[config.mk]
export PLATFORM = sky130hd
export DESIGN_NAME = hazard_ctrl
export DESIGN_NICKNAME = d
export VERILOG_FILES = /design/src/rtl/hazard_ctrl.sv
export SDC_FILE = /design/constraint.sdc
export NUM_CORES = 1
export LEC_CHECK = 0
export ABC_CLOCK_PERIOD_IN_PS = 2600
export BUFFER_PORTS_ARGS = -buffer_cell sky130_fd_sc_hd__clkbuf_2
export CAP_MARGIN = 10
export CORE_UTILIZATION = 37
export CTS_CLUSTER_SIZE = 8
export DETAILED_ROUTE_END_ITERATION = 6
export PLACE_DENSITY = 0.83
export SETUP_SLACK_MARGIN = 0.1
export SLEW_MARGIN = 10
export SYNTH_ARGS = -nofsm -noshare
export SYNTH_HDL_FRONTEND = slang
export SYNTH_SLANG_ARGS = --single-unit
[constraint.sdc]
create_clock -name i_clk -period 2.6 [get_ports i_clk]
set_input_delay 0 -clock i_clk [delete_from_list [all_inputs] [get_ports i_clk]]
set_output_delay 0 -clock i_clk [all_outputs]
set_load 0.05 [all_outputs]
[src/rtl/hazard_ctrl.sv]
// ============================================================================
// Module   : hazard_ctrl
// Summary  : Pipeline stall/flush controller with a memory-wait FSM.
//            Define HAZARD_PERF_CNT_EN to build the saturating performance counters.
// Revision : 1.0 - initial release
// ============================================================================
`default_nettype none

module hazard_ctrl #(
  parameter int MEM_TIMEOUT = 16
) (
  input  logic        i_clk,
  input  logic        i_reset,
  input  logic        i_id_vld,
  input  logic [4:0]  i_id_rs1,
  input  logic [4:0]  i_id_rs2,
  input  logic        i_id_rs1_use,
  input  logic        i_id_rs2_use,
  input  logic        i_ex_vld,
  input  logic [4:0]  i_ex_rd,
  input  logic        i_ex_is_load,
  input  logic        i_ex_br_vld,
  input  logic        i_ex_mispred,
  input  logic        i_mem_req,
  input  logic        i_mem_ack,
  output logic        o_pc_en,
  output logic        o_if_id_en,
  output logic        o_id_ex_en,
  output logic        o_ex_mem_en,
  output logic        o_mem_wb_en,
  output logic        o_if_id_flush,
  output logic        o_id_ex_flush,
  output logic        o_mem_err,
  output logic [1:0]  o_state,
  output logic [31:0] o_perf_stall,
  output logic [31:0] o_perf_flush,
  output logic [31:0] o_perf_timeout
);

  localparam int                CNT_W    = $clog2(MEM_TIMEOUT + 1);
  localparam logic [CNT_W-1:0]  CNT_LAST = CNT_W'(MEM_TIMEOUT - 1);
  localparam logic [CNT_W-1:0]  CNT_ONE  = CNT_W'(1);

  typedef enum logic [1:0] {
    ST_RUN      = 2'd0,
    ST_MEM_WAIT = 2'd1,
    ST_MEM_ERR  = 2'd2
  } state_t;

  state_t           state_q, state_d;
  logic [CNT_W-1:0] wait_cnt_q, wait_cnt_d;
  logic             freeze;
  logic             load_use;
  logic             mispred;

  always_ff @(posedge i_clk or negedge i_reset) begin
    if (!i_reset) begin
      state_q    <= ST_RUN;
      wait_cnt_q <= '0;
    end else begin
      state_q    <= state_d;
      wait_cnt_q <= wait_cnt_d;
    end
  end

  always_comb begin
    state_d    = state_q;
    wait_cnt_d = wait_cnt_q;
    freeze     = 1'b0;
    case (state_q)
      ST_RUN: begin
        wait_cnt_d = '0;
        if (i_mem_req && !i_mem_ack) begin
          freeze     = 1'b1;
          state_d    = ST_MEM_WAIT;
          wait_cnt_d = CNT_ONE;
        end
      end
      ST_MEM_WAIT: begin
        freeze = i_mem_req && !i_mem_ack;
        if (i_mem_ack) begin
          state_d    = ST_RUN;
          wait_cnt_d = '0;
        end else if (wait_cnt_q == CNT_LAST) begin
          state_d    = ST_MEM_ERR;
          wait_cnt_d = '0;
        end else begin
          wait_cnt_d = wait_cnt_q + CNT_ONE;
        end
      end
      ST_MEM_ERR: begin
        // Single-cycle abort; the request is ignored so the faulted op retires.
        state_d    = ST_RUN;
        wait_cnt_d = '0;
      end
      default: begin
        state_d    = ST_RUN;
        wait_cnt_d = '0;
      end
    endcase
  end

  always_comb begin
    load_use = i_id_vld && i_ex_vld && i_ex_is_load && (i_ex_rd != 5'd0) &&
               ((i_id_rs1_use && (i_id_rs1 == i_ex_rd)) ||
                (i_id_rs2_use && (i_id_rs2 == i_ex_rd)));
    mispred  = i_ex_br_vld && i_ex_mispred;
  end

  always_comb begin
    o_pc_en       = 1'b1;
    o_if_id_en    = 1'b1;
    o_id_ex_en    = 1'b1;
    o_ex_mem_en   = 1'b1;
    o_mem_wb_en   = 1'b1;
    o_if_id_flush = 1'b0;
    o_id_ex_flush = 1'b0;
    if (freeze) begin
      o_pc_en     = 1'b0;
      o_if_id_en  = 1'b0;
      o_id_ex_en  = 1'b0;
      o_ex_mem_en = 1'b0;
      o_mem_wb_en = 1'b0;
    end else if (mispred) begin
      o_if_id_flush = 1'b1;
      o_id_ex_flush = 1'b1;
    end else if (load_use && (state_q != ST_MEM_ERR)) begin
      // MEM_ERR keeps every stage moving, so a load-use stall waits a cycle.
      o_pc_en       = 1'b0;
      o_if_id_en    = 1'b0;
      o_id_ex_flush = 1'b1;
    end
  end

  assign o_state   = state_q;
  assign o_mem_err = (state_q == ST_MEM_ERR);

`ifdef HAZARD_PERF_CNT_EN
  logic [31:0] perf_stall_q, perf_stall_d;
  logic [31:0] perf_flush_q, perf_flush_d;
  logic [31:0] perf_timeout_q, perf_timeout_d;

  always_comb begin
    perf_stall_d   = perf_stall_q;
    perf_flush_d   = perf_flush_q;
    perf_timeout_d = perf_timeout_q;
    if (!o_pc_en && (perf_stall_q != 32'hFFFF_FFFF)) begin
      perf_stall_d = perf_stall_q + 32'd1;
    end
    if (o_if_id_flush && (perf_flush_q != 32'hFFFF_FFFF)) begin
      perf_flush_d = perf_flush_q + 32'd1;
    end
    if ((state_d == ST_MEM_ERR) && (state_q != ST_MEM_ERR) &&
        (perf_timeout_q != 32'hFFFF_FFFF)) begin
      perf_timeout_d = perf_timeout_q + 32'd1;
    end
  end

  always_ff @(posedge i_clk or negedge i_reset) begin
    if (!i_reset) begin
      perf_stall_q   <= '0;
      perf_flush_q   <= '0;
      perf_timeout_q <= '0;
    end else begin
      perf_stall_q   <= perf_stall_d;
      perf_flush_q   <= perf_flush_d;
      perf_timeout_q <= perf_timeout_d;
    end
  end

  assign o_perf_stall   = perf_stall_q;
  assign o_perf_flush   = perf_flush_q;
  assign o_perf_timeout = perf_timeout_q;
`else
  assign o_perf_stall   = 32'd0;
  assign o_perf_flush   = 32'd0;
  assign o_perf_timeout = 32'd0;
`endif

endmodule

`default_nettype wire

==> run_results.csv <==
group,metric,value,unit
run,drv_cap,0,
logic_synthesis,synthTopCellsByArea,"buf_4 (62%), dfrtp_1 (15%), xnor2_1 (8.1%), nand2_1 (1.6%), nand3_1 (1.3%)",
die,coreArea,3050,um^2
final_layout,diodes,0,
clock_network,cts_buffers,3,
final_layout,fin_area,1070,um^2
logic_synthesis,synth_warnings,0,
timing,finalCriticalPeriod,1750,ps
placement,place.gp.congestion,0.749,
timing,finalSetupViolations,0,
timing,fin_tns_setup,0,ps
clock_network,clk_latency,250,ps
die,die_h,58.7,um
timing,worst_clock_skew,2.17,ps
worst_setup_path,reg2reg_to,"o_state[0]",
global_routing,grt_pass1_vias,529,
global_routing,grt.total_usage,0.0903,
worst_setup_path,r2r-start,"o_state[1]",
logic_synthesis,yosysUniqueCellTypes,20,
power,power_density,570,nW/um^2
global_routing,grt_max_degree,8,
drt,drtPass1Iterations,2,
power,p_leak,0.659,nW
drt,routed_via_density,3.29,
timing,maxSlewViolCount,0,
worst_setup_path,critical_path_class,"reg2out",
logic_synthesis,synthCells,148,
placement,place_area,1030,um^2
power,vdd_drop_max,0.183,mV
power,p_total,0.000610,W
clock_network,cts.sinks,7,
final_layout,final_layout_size_suffix_gt1_frac,0.212,
logic_synthesis,yosys.area.top_type,"buf_4",
clock_network,cts_max_level,1,
drt,drt-initial-drc-count,3,
clock_network,clk_pin_slew_worst_paths,50,ps
timing,timing_hold_violations_final,0,
die,fp.dieW,58.7,um
placement,dpl_worst_slack,1100,ps
global_routing,grt_overflow,0,
drt,num_vias,750,
worst_setup_path,path_max_fanout,6,
final_layout,syn_to_final_growth,-10.1,%
die,ios,132,
drt,finalWirelength,1700,um
status,status,"finished, final reports clean",
drt,postRouteAntennaNets,0,
clock_network,cts_hold_buf,1,
placement,io_buffers,35,
logic_synthesis,netlist.area_leader.share,0.624,
logic_synthesis,avgSynthCellArea,8.05,um^2
timing,rsz0062_at_grt,"false",
worst_setup_path,endpoint_kind,"output port",
final_layout,nFillCells,321,
logic_synthesis,yosysSeqAreaShare,0.147,
placement,hpwlAfterDp,1530,um
timing,period_share,0.672,
worst_setup_path,reg2reg_slack,1270,ps
min_path,hp-class,"in2reg",
global_routing,antenna_found_initial,0,
global_routing,grt_pass1_wl,2260,um
logic_synthesis,ys_ff_latch,7,
drt,drc,0,
clock_network,cts_buffer_depth,2,
final_layout,nets,212,
min_path,hold_start,"i_mem_ack",
logic_synthesis,netlist_area,1190,um^2
final_layout,layout_common_cells,"conb_1 (96), clkbuf_2 (35), xnor2_1 (11), dfrtp_1 (7), nand2_1 (5)",
die,initial_utilization,0.390,
worst_setup_path,cp-start-kind,"flip-flop",
worst_setup_path,worstPathArrival,1750,ps
final_layout,layout_commonest_cell,"conb_1",
clock_network,clock-root-buffer,"clkbuf_4",
clock_network,post_cts_buffers,0,
drt,drt-wirelength-per-cell,7.44,um
die,rows,20,
clock_network,post_cts_resized,0,
die,die_area,3450,um^2
min_path,worstHoldEndpoint,"wait_cnt_q[2]",
timing,fin_ws,852,ps
worst_setup_path,critical_path_required,2600,ps
clock_network,cts_tree,"done",
worst_setup_path,r2r_cells,3,
min_path,whs_path_depth,4,
timing,max_freq,572,MHz
per-stage QoR:
step	instances	hold WS, ps	util
final	228	114	0.351
after global routing	228	120	0.351
after CTS	228	106	0.351
after detailed placement	223	-158	0.339
after global placement	223	-161	0.339
after floorplan	243	-296	-
report_power, final:
part | switching (W) | internal [W]
combinational | 0.000359 | 0.0000364
clock | 0.0000378 | 0.0000584
sequential | 0.00000468 | 0.000113
total | 0.000402 | 0.000208
logic make-up (layout without fill, tap and decap cells):
logic type / after synthesis / in the layout / share of synthesized area
buffers and inverters: 99 / 40 / 0.624
DFF: 7 / 7 / 0.147
and+or+nand+nor: 21 / 21 / 0.0893
other: 1 / 96 / 0.00315
xor gates and xnor gates: 12 / 12 / 0.0882
AOI/OAI and AO/OA: 7 / 7 / 0.0378
adders and majority gates: 1 / 1 / 0.0105
flip-flops by register name (all words and copies together), names as in the netlist:
register / flops
o_state: 2
wait_cnt_q: 5
worst max-delay path: stages, from the launching register on:
cell and delay, ps:
dfrtp_1 390, nor2_1 330, nand2_1 290, a31o_1 260
clkbuf_2 240
layout make-up:
class,count,area [um^2],share of cell area
sequential,7,175,0.164
multi-input combinational,137,629,0.588
clock buffer,4,26.3,0.0245
timing repair buffer,36,185,0.173
tap,44,55.1,0.0514
worst max path at each step:
stage | startpoint | slack [ps] | end
global placement | o_state[1] | 1110 | o_id_ex_flush
floorplan | o_state[0] | 210 | o_pc_en
global route | o_state[1] | 770 | o_id_ex_flush
finish | o_state[1] | 850 | o_id_ex_flush
detailed placement | o_state[1] | 1100 | o_id_ex_flush
CTS | o_state[1] | 830 | o_id_ex_flush
synth_stat cells, drive strengths merged:
library cell / count
buf: 99
xnor2: 11
dfrtp: 7
nand2: 5
nor2: 4
nand3: 3
and3: 2
nand4: 2
nor3: 2
o21ai: 2
o22ai: 2
a21oi: 1
a31o: 1
a32oi: 1
and2: 1
and2b: 1
conb: 1
ha: 1
or4: 1
xor2: 1
routing by layer:
| metal | GRT usage | part of all wire | vias up |
|---|---|---|---|
| li1 | - | - | 346 |
| met1 | 0.0902 | 0.34 | 332 |
| met2 | 0.162 | 0.55 | 68 |
| met3 | 0.00879 | 0.088 | 4 |
| met4 | 0.0850 | 0.020 | 0 |
| met5 | 0 | 0 | - |
(Power assumes the default switching activity.)
